<file path="config.mk">
export PLATFORM = sky130hd
export DESIGN_NAME = vga_pixel_pipe_flat
export DESIGN_NICKNAME = d
export VERILOG_FILES = /design/src/rtl/vga_pixel_pipe_if.sv /design/src/rtl/vga_pixel_pipe.sv /design/src/flat_wrapper.sv
export SDC_FILE = /design/constraint.sdc
export NUM_CORES = 1
export LEC_CHECK = 0
export BUFFER_PORTS_ARGS = -buffer_cell sky130_fd_sc_hd__buf_2
export CAP_MARGIN = 40
export CORE_MARGIN = 2
export CORE_UTILIZATION = 42
export CTS_CLUSTER_DIAMETER = 200
export DETAILED_ROUTE_END_ITERATION = 10
export MAX_ROUTING_LAYER = met4
export PLACE_DENSITY = 0.74
export SETUP_SLACK_MARGIN = 0.05
export SLEW_MARGIN = 0
export SYNTH_ARGS = -nofsm -noshare
export SYNTH_HDL_FRONTEND = slang
export SYNTH_SLANG_ARGS = --single-unit
</file>
<file path="constraint.sdc">
create_clock -name clock -period 1.64 [get_ports clock]
set_input_delay 0.164 -clock clock [delete_from_list [all_inputs] [get_ports clock]]
set_output_delay 0.164 -clock clock [all_outputs]
set_load 0.02 [all_outputs]
</file>
<file path="src/rtl/vga_pixel_pipe_if.sv">
// Frame-buffer read port and buffer-swap handshake between the pixel pipe and its neighbours.
// swap_req is a level held by the requester; swap_ack pulses for one clock when the swap is taken,
// and the requester must drop swap_req on seeing it.
interface vga_pixel_pipe_if;
  logic [16:0] fb_addr;
  logic [7:0]  fb_data;
  logic        swap_req;
  logic        swap_ack;

  modport master (output fb_addr, input fb_data, input swap_req, output swap_ack);
  modport slave  (input fb_addr, output fb_data, output swap_req, input swap_ack);
endinterface

</file>
<file path="src/rtl/vga_pixel_pipe.sv">
// Pixel fetch and colour stage: frame-buffer addressing for a x4-scaled 256x192 RGB332 bitmap,
// RGB332->RGB444 expansion, sync delay matching, and double-buffer selection at vertical blanking.
module vga_pixel_pipe #(
  parameter int          MEM_LATENCY = 2,
  parameter int          VERT_PIXELS = 768,
  parameter logic [11:0] BORDER_RGB  = 12'h000
) (
  input  logic              clock,
  input  logic              rst_n,
  input  logic [10:0]       pixel_row,
  input  logic [10:0]       pixel_column,
  input  logic              video_on_in,
  input  logic              hsync_in,
  input  logic              vsync_in,
  vga_pixel_pipe_if.master  fb,
  output logic [11:0]       vga_rgb,
  output logic              vga_hsync,
  output logic              vga_vsync,
  output logic              frame_tick,
  output logic              display_buf
);

  localparam int          L      = MEM_LATENCY + 2;
  localparam logic [10:0] VP_ROW = 11'(VERT_PIXELS);

  typedef struct packed {
    logic hs;
    logic vs;
    logic von;
    logic in_map;
  } stage_t;

  localparam stage_t BLANK = '{hs: 1'b1, vs: 1'b1, von: 1'b0, in_map: 1'b0};

  stage_t      r_pipe [L];
  logic [16:0] r_fb_addr;
  logic [11:0] r_rgb;
  logic        r_buf;
  logic        r_tick;
  logic        r_ack;

  logic        w_in_map;
  logic        w_swap_pt;
  logic [7:0]  w_data;
  logic [11:0] w_rgb_exp;
  logic [11:0] w_rgb_next;
  stage_t      w_tail;
  logic        w_unused;

  assign w_in_map  = video_on_in && !pixel_column[10] && (pixel_row < VP_ROW);
  assign w_swap_pt = (pixel_row == VP_ROW) && (pixel_column == 11'd0);
  assign w_data    = fb.fb_data;
  assign w_rgb_exp = {w_data[7:5], w_data[7], w_data[4:2], w_data[4], w_data[1:0], w_data[1:0]};
  assign w_unused  = ^{pixel_row[1:0], pixel_column[1:0]};

  // The colour register loads on the same edge the flags move into the last stage,
  // so it looks one stage earlier to stay aligned with the syncs.
  assign w_tail = r_pipe[L-2];

  always_comb begin
    w_rgb_next = 12'h000;
    if (w_tail.von) begin
      w_rgb_next = w_tail.in_map ? w_rgb_exp : BORDER_RGB;
    end
  end

  always_ff @(posedge clock) begin
    if (!rst_n) begin
      for (int i = 0; i < L; i++) begin
        r_pipe[i] <= BLANK;
      end
      r_fb_addr <= 17'h0;
      r_rgb     <= 12'h000;
      r_buf     <= 1'b0;
      r_tick    <= 1'b0;
      r_ack     <= 1'b0;
    end else begin
      r_pipe[0] <= '{hs: hsync_in, vs: vsync_in, von: video_on_in, in_map: w_in_map};
      for (int i = 1; i < L; i++) begin
        r_pipe[i] <= r_pipe[i-1];
      end
      r_fb_addr <= {r_buf, pixel_row[9:2], pixel_column[9:2]};
      r_rgb     <= w_rgb_next;
      r_tick    <= w_swap_pt;
      r_ack     <= w_swap_pt && fb.swap_req;
      // The swap point lies in vertical blanking, so the buffer never flips mid-picture.
      if (w_swap_pt && fb.swap_req) begin
        r_buf <= ~r_buf;
      end
    end
  end

  assign fb.fb_addr  = r_fb_addr;
  assign fb.swap_ack = r_ack;
  assign vga_rgb     = r_rgb;
  assign vga_hsync   = r_pipe[L-1].hs;
  assign vga_vsync   = r_pipe[L-1].vs;
  assign frame_tick  = r_tick;
  assign display_buf = r_buf;

endmodule

</file>
<file path="src/flat_wrapper.sv">
// flat-port wrapper written by rule: the top's interface ports become plain ports
module vga_pixel_pipe_flat 
#(
  parameter int          MEM_LATENCY = 2,
  parameter int          VERT_PIXELS = 768,
  parameter logic [11:0] BORDER_RGB  = 12'h000
)
  (clock, rst_n, pixel_row, pixel_column, video_on_in, hsync_in, vsync_in, vga_rgb, vga_hsync, vga_vsync, frame_tick, display_buf, fb_fb_addr, fb_fb_data, fb_swap_req, fb_swap_ack);
  vga_pixel_pipe_if fb_i ();
  input  logic clock;
  input  logic rst_n;
  input  logic [10:0] pixel_row;
  input  logic [10:0] pixel_column;
  input  logic video_on_in;
  input  logic hsync_in;
  input  logic vsync_in;
  output logic [11:0] vga_rgb;
  output logic vga_hsync;
  output logic vga_vsync;
  output logic frame_tick;
  output logic display_buf;
  output wire logic [$bits(fb_i.fb_addr)-1:0] fb_fb_addr;
  input wire logic [$bits(fb_i.fb_data)-1:0] fb_fb_data;
  input wire logic [$bits(fb_i.swap_req)-1:0] fb_swap_req;
  output wire logic [$bits(fb_i.swap_ack)-1:0] fb_swap_ack;
  assign fb_fb_addr = fb_i.fb_addr;
  assign fb_i.fb_data = fb_fb_data;
  assign fb_i.swap_req = fb_swap_req;
  assign fb_swap_ack = fb_i.swap_ack;
  vga_pixel_pipe #(.MEM_LATENCY(MEM_LATENCY), .VERT_PIXELS(VERT_PIXELS), .BORDER_RGB(BORDER_RGB)) u_core (.clock(clock), .rst_n(rst_n), .pixel_row(pixel_row), .pixel_column(pixel_column), .video_on_in(video_on_in), .hsync_in(hsync_in), .vsync_in(vsync_in), .fb(fb_i), .vga_rgb(vga_rgb), .vga_hsync(vga_hsync), .vga_vsync(vga_vsync), .frame_tick(frame_tick), .display_buf(display_buf));
endmodule
</file>
# Word level (Yosys, flattened, before mapping)

Memory sizes are Yosys's and may differ from the RTL's.
Cells that the tools add are included.

$lt $le $gt $ge: 1
Eq/ne operators: 1
Multiplexer cells: 6
Bitwise logic cells: 5
Reductions and logical operators: 7

Operators with widths:

| operator             | number |
|---|---|
| $mux 4               | 4 |
| $eq 11x10->1 const B | 1 |
| $logic_not 11->1     | 1 |
| $lt 11x10->1 const B | 1 |
| $logic_and 1x1->1    | 4 |
| $or 1x1->1           | 4 |
| $reduce_and 3->1     | 1 |
| $mux 1               | 2 |
| $logic_not 1->1      | 1 |
| $not 1->1            | 1 |

Bits in registers: 32
RAM bits: 16
Input bits: 36
Output and inout bits: 34
Logic and storage cells: 26
Memories kept: 1

Memories:

| memory        | depth | width | rd ports | clocked after memory_dff | write ports | RTL line             | text |
|---|---|---|---|---|---|---|---|
| u_core.r_pipe | 4     | 4     | 4        | 0                        | 4           | vga_pixel_pipe.sv:35 | `stage_t r_pipe [L];` |

# Longest topological paths before layout

Gate-level depths: netlist of run 1.

Depth in word-level cells: 4
Gate-level depth with buffers: 4
Gate-level depth less buffers: 4

# Worst setup path after synthesis of run 1

No wires, ideal clock.

Kind: input-to-reg
From: input port pixel_row[10]
To: register u_core.r_buf, in the netlist u_core.display_buf
Setup time: 70 ps
Arrival: 1218 ps
Required time: 1570 ps
Setup slack: 353 ps
Stages on the path: 4
Buffers on the path: 0
Cell sequence: nor4_1 -> nand4_1 -> or4_1 -> a21oi_1

Longest elaborated chain between the ends: 3

Ends and longest elaborated chain:

| element              | RTL line             | text |
|---|---|---|
| start, declared      | flat_wrapper.sv:12   | `input logic [10:0] pixel_row;` |
| $eq 11x10->1         | vga_pixel_pipe.sv:51 | `assign w_swap_pt = (pixel_row == VP_ROW) && (pixel_column == 11'd0);` |
| $logic_and 1x1->1    | vga_pixel_pipe.sv:51 |  |
| $logic_and 1x1->1    | vga_pixel_pipe.sv:87 | `if (w_swap_pt && fb.swap_req) begin` |
| end signal, assigned | vga_pixel_pipe.sv:88 | `r_buf <= ~r_buf;` |
| end, declared        | vga_pixel_pipe.sv:38 | `logic r_buf;` |

No other way between the ends.
A chain may end at the register's enable or synchronous reset.

==> flow_summary_export.csv, run 1 <==
group,metric,value,unit
hold_path,hold_end,"u_core.vga_rgb[3]",
worst_setup_path,cp_cell_sequence,"buf_2 > dlygate4sd3_1 > nor3_1 > dlygate4sd3_1",
worst_setup_path,startpoint_type,"input port",
timing,holdWs,0.0281,ns
drt,drc,0,
timing,fin_ws,0.363,ns
timing,grt_setup_unrepaired,"no",
drt,drt-initial-drc-count,4,
finish,nFillCells,249,
finish,seq_area,841,um2
synthesis,synth_area_leader_cell,"dfxtp_1",
timing,relSlewSlack,70.0,%
timing,worst_pin_slew,0.450,ns
finish,final_util,60.4,%
worst_setup_path,cp.arrival,1.56,ns
synthesis,yosysTopAreaCellShare,68.8,%
timing,skew,0.00315,ns
synthesis,yosysSeqAreaShare,68.8,%
synthesis,synth_seq_cells,42,
die,coreArea,2760,um2
global_route,grt_pass1_wl,3840,um
finish,layout_common_cells,"buf_2, dfxtp_1, and2_1",
drt,avgViaCountPerCell,4.56,
timing,tns,0,ns
placement,place.gp.congestion,0.715,
worst_setup_path,crit_required,1.93,ns
die,rows,19,
worst_setup_path,critical_path.max_fanout,2,
finish,final_common_cell,"buf_2",
clocking,cts-hold-fix-buffers,4,
synthesis,synth.distinct_cells,14,
global_route,grt_max_degree,34,
die,boundaryPins,70,
drt,wl_per_cell,10.6,um
status,status,"finished clean",
worst_setup_path,critical_path_class,"input port to flip-flop",
pwr,p_leak,0.000826,uW
clocking,cts_tree,"built",
clocking,numCtsBuffers,5,
worst_setup_path,crit_path_max_incr_delay,0.57,ns
clocking,cts-resized-gates,0,
global_route,grt_pass1_vias,950,
drt,ant_nets,0,
clocking,cts_buffer_depth,2,
clocking,clkTransAtPathRegs,0.11,ns
die,die_h,58.0,um
timing,clock.fmax,783,MHz
synthesis,yosysWarnings,0,
clocking,cts_htree_levels,2,
timing,fin_crit_sh,77.9,%
finish,finalInstanceArea,1670,um2
synthesis,synth_area_leaders,"dfxtp_1, and2_1, nand2b_1, nor4_1, buf_4",
drt,dr.pass1.iters,2,
hold_path,min_path_type,"input port to flip-flop",
worst_setup_path,reg2reg_to,"u_core.display_buf",
global_route,grt_usage,15.8,%
worst_setup_path,rr_worst_depth,2,
worst_setup_path,cp_slowest_cell,"dlygate4sd3_1",
global_route,gr-total-overflow,0,
drt,num_vias,962,
placement,place_area,1570,um2
pwr,irDropWorstVdd,697,uV
clocking,cts_setup_buffers,0,
die,initial_core_util,44.3,%
worst_setup_path,crit_top_cell,"dlygate4sd3_1",
clocking,cts_root_buf,"clkbuf_4",
finish,nets,215,
die,die_area,3360,um2
pwr,cellPowerDensity,1020,nW/um2
synthesis,syn_inst,106,
finish,drive_gt1_share,42.2,%
finish,multi_input_comb_area,337,um2
placement,dp_hpwl,1690,um
synthesis,synth_fp_nets,142,
timing,hold_viol_final,0,
hold_path,holdCritStartpoint,"fb_fb_data[1]",
clocking,insertion_delay,0.33,ns
synthesis,syn_area,1220,um2
finish,syn_to_final_growth,36.2,%
clocking,clock-sinks,42,
hold_path,hold_depth,2,
worst_setup_path,worstReg2RegStart,"u_core.display_buf",
synthesis,syn_area_per_cell,11.5,um2
placement,preCtsSetupSlack,0.00815,ns
run,drv_cap,0,
finish,antennaDiodeCount,0,
placement,io_buffers,69,
worst_setup_path,end_kind,"flip-flop",
timing,setup_viol,0,
worst_setup_path,r2r_slack,0.56,ns
drt,routed_wl,2240,um
global_route,antenna_found_initial,0,
timing,min_period,1.28,ns
timing,slew_viol_final,0,
die,die_w,58.0,um
-- cells in the mapped netlist --
cell	number
or4_1	1
clkbuf_1	3
buf_4	4
and2_1	30
nor4_1	6
nor3_1	2
and3_1	1
nand4_1	1
dfxtp_1	42
inv_1	1
a21oi_1	1
nand2b_1	8
o31ai_1	1
nand2_1	5
-- stage by stage --
stage,power (uW),cells
3_3_place_gp,1210,199
4_1_cts,1720,211
2_1_floorplan,1140,106
3_5_place_dp,1210,199
5_1_grt,1770,211
6_report,1690,211
-- cell families (layout without fill, tap and decap cells) --
kind of cell,after synthesis,in the layout,share of synthesized area [%]
and+or+nand+nor,54,54,26.5
buffers and inverters,8,82,3.68
DFF,42,42,68.8
AOI/OAI and AO/OA,2,2,1.02
-- cell type report --
cell class / count / area share (%)
clock buffers: 7 / 3.31
repair buffers: 73 / 23.1
flip-flops and latches: 42 / 50.5
inverters: 1 / 0.225
multi-input cells: 56 / 20.2
clock inverters: 1 / 0.301
well taps: 31 / 2.33
-- where the power goes --
group	internal [uW]	switching, uW
sequential	1050	6.71
combinational	66.3	69.9
clock	208	293
-- worst max path at each step --
stage | start | to | slack [ns]
2_1_floorplan | pixel_row[10] | u_core.display_buf | 0.35
3_3_place_gp | pixel_row[2] | u_core.display_buf | 0.10
3_5_place_dp | pixel_row[2] | u_core.display_buf | 0.008
4_1_cts | pixel_row[2] | u_core.display_buf | 0.38
5_1_grt | pixel_row[2] | u_core.display_buf | 0.31
6_report | pixel_column[10] | u_core.r_pipe[0][0] | 0.36
-- state kept, by name (all words and copies together) (netlist names) --
name and count:
u_core.vga_rgb 8, u_core.fb.fb_addr 17, u_core.display_buf 1, u_core.r_pipe 14, u_core.fb.swap_ack 1, u_core.frame_tick 1
-- routing by layer --
layer | part of all wire, % | wire length [um] | GRT usage [%] | up-vias
met3 | 12 | 268 | 6.47 | 5
met4 | 1.1 | 25 | 6.98 | 0
met5 | 0 | 0 | - | -
met1 | 40 | 893 | 16.8 | 420
met2 | 47 | 1060 | 25.6 | 58
li1 | - | - | - | 479
-- critical path: cells and delay by family --
family	cells	cell delay, ns
AND/OR/NAND/NOR	1	0.19
buffers and inverters	3	1.21
No activity file was read; power rests on OpenSTA's default activity.
==> run 2: changes to the inputs <==
==> constraint.sdc (replaced) <==
create_clock -name clock -period 1.3 [get_ports clock]
set_input_delay 0.13 -clock clock [delete_from_list [all_inputs] [get_ports clock]]
set_output_delay 0.13 -clock clock [all_outputs]
set_load 0.02 [all_outputs]
==> flow_summary_export.csv, run 2 (synthesis results as in run 1) <==
group,metric,value,unit
status,status,"finished clean",
finish,antennaDiodeCount,0,
global_route,antenna_found_initial,0,
timing,min_period,1.08,ns
placement,dp.cells,205,
finish,final_util,66.9,%
clocking,cts-resized-gates,0,
worst_setup_path,cp.arrival,1.33,ns
global_route,grt_usage,18.2,%
die,die_h,58.0,um
timing,fin_crit_sh,82.7,%
worst_setup_path,end_kind,"flip-flop",
worst_setup_path,critical_path_class,"flip-flop to flip-flop",
clocking,cts_buffer_depth,2,
die,die_w,58.0,um
drt,routed_wl,2570,um
finish,nets,235,
worst_setup_path,worstReg2RegStart,"u_core.display_buf",
run,drv_cap,0,
pwr,irDropWorstVdd,818,uV
clocking,cts_htree_levels,2,
timing,hold_viol_final,0,
finish,largest_reg_flops,17,
die,coreArea,2760,um2
hold_path,min_path_type,"input port to flip-flop",
clocking,cts_setup_buffers,0,
clocking,insertion_delay,0.32,ns
placement,io_buffers,69,
finish,syn_to_final_growth,50.9,%
drt,ant_nets,0,
worst_setup_path,crit_required,1.56,ns
drt,drc,0,
finish,nFillCells,216,
clocking,numCtsBuffers,5,
worst_setup_path,endpoint,"u_core.display_buf",
clocking,cts-hold-fix-buffers,18,
timing,tns,0,ns
finish,finalInstanceArea,1840,um2
clocking,cts_tree,"built",
drt,wl_per_cell,11.2,um
worst_setup_path,crit_path_start,"u_core.display_buf",
drt,avgViaCountPerCell,4.54,
timing,grt_setup_unrepaired,"no",
timing,slew_viol_final,0,
worst_setup_path,r2r_slack,0.22,ns
pwr,cellPowerDensity,1140,nW/um2
clocking,clock-sinks,42,
worst_setup_path,rr_worst_depth,2,
drt,drt-initial-drc-count,23,
die,die_area,3360,um2
pwr,power,2110,uW
drt,dr.pass1.iters,3,
finish,final_common_cell,"buf_2",
drt,num_vias,1044,
die,boundaryPins,70,
global_route,grt_pass1_vias,1059,
die,initial_core_util,44.3,%
placement,place_area,1620,um2
finish,instances_no_fill,230,
timing,setup_viol,0,
clocking,clkTransAtPathRegs,0.11,ns
global_route,grt_max_degree,19,
clocking,cts_root_buf,"clkbuf_4",
pwr,p_leak,0.000905,uW
global_route,gr-total-overflow,0,
timing,skew,0.00791,ns
global_route,grt_pass1_wl,4390,um
worst_setup_path,critical_path.max_fanout,4,
worst_setup_path,reg2reg_to,"u_core.display_buf",
timing,clock.fmax,930,MHz
finish,drive_gt1_share,41.7,%
worst_setup_path,startpoint_type,"flip-flop",
placement,dp_hpwl,1680,um
finish,layout_common_cells,"buf_2, dfxtp_1, and2_1",
timing,worst_pin_slew,0.358,ns
placement,place.gp.congestion,0.693,
timing,relSlewSlack,75.9,%
die,rows,19,
run 2: how the worst min path moves through the flow:
stage	startpoint	endpoint	slack, ns	depth (start not counted)
finish	pixel_row[6]	u_core.fb.fb_addr[12]	0.02	2
global route	video_on_in	u_core.r_pipe[0][1]	0.02	2
CTS	pixel_row[6]	u_core.fb.fb_addr[12]	0.0005	2
detailed placement	hsync_in	u_core.r_pipe[0][3]	0.32	2
global placement	hsync_in	u_core.r_pipe[0][3]	0.31	2
floorplan	pixel_row[10]	u_core.r_pipe[0][0]	0.21	1
run 2: where the power goes:
group / internal, uW / leakage [uW] / switching [uW]
Combinational: 119 / 0.000530 / 97.9
Sequential: 1330 / 0.000345 / 8.59
Clock: 195 / 0.0000308 / 361
Total: 1640 / 0.000905 / 468
run 2: cell type report:
cell class                      count  area (um2)  share of cell area [%]
Sequential cell                    42         841                    45.6
Timing Repair Buffer               93         571                    30.9
Multi-Input combinational cell     56         343                    18.6
Tap cell                           31        38.8                    2.10
Clock buffer                        5        37.5                    2.04
Clock inverter                      2        10.0                   0.543
Inverter                            1        3.75                   0.204
run 2: per-layer routing:
layer  vias to the layer above  part of all wire, %  GRT usage [%]
met5                         -                    0              -
li1                        525                    -              -
met1                       458                   37           17.5
met3                         4                   10           5.80
met2                        57                   51           33.1
met4                         0                  1.2           7.97
run 2: stage by stage:
step | hold slack [ns] | setup WS, ns
after floorplan | 0.206 | 0.0531
after global placement | 0.310 | -0.0759
after detailed placement | 0.320 | -0.109
after CTS | 0.000454 | 0.216
after global routing | 0.0169 | 0.127
final | 0.0249 | 0.225
run 2: worst max-delay path, cell delays in order (launching register included):
cell,delay [ns]
dfxtp_1,0.35
or4_1,0.51
a21oi_1,0.15
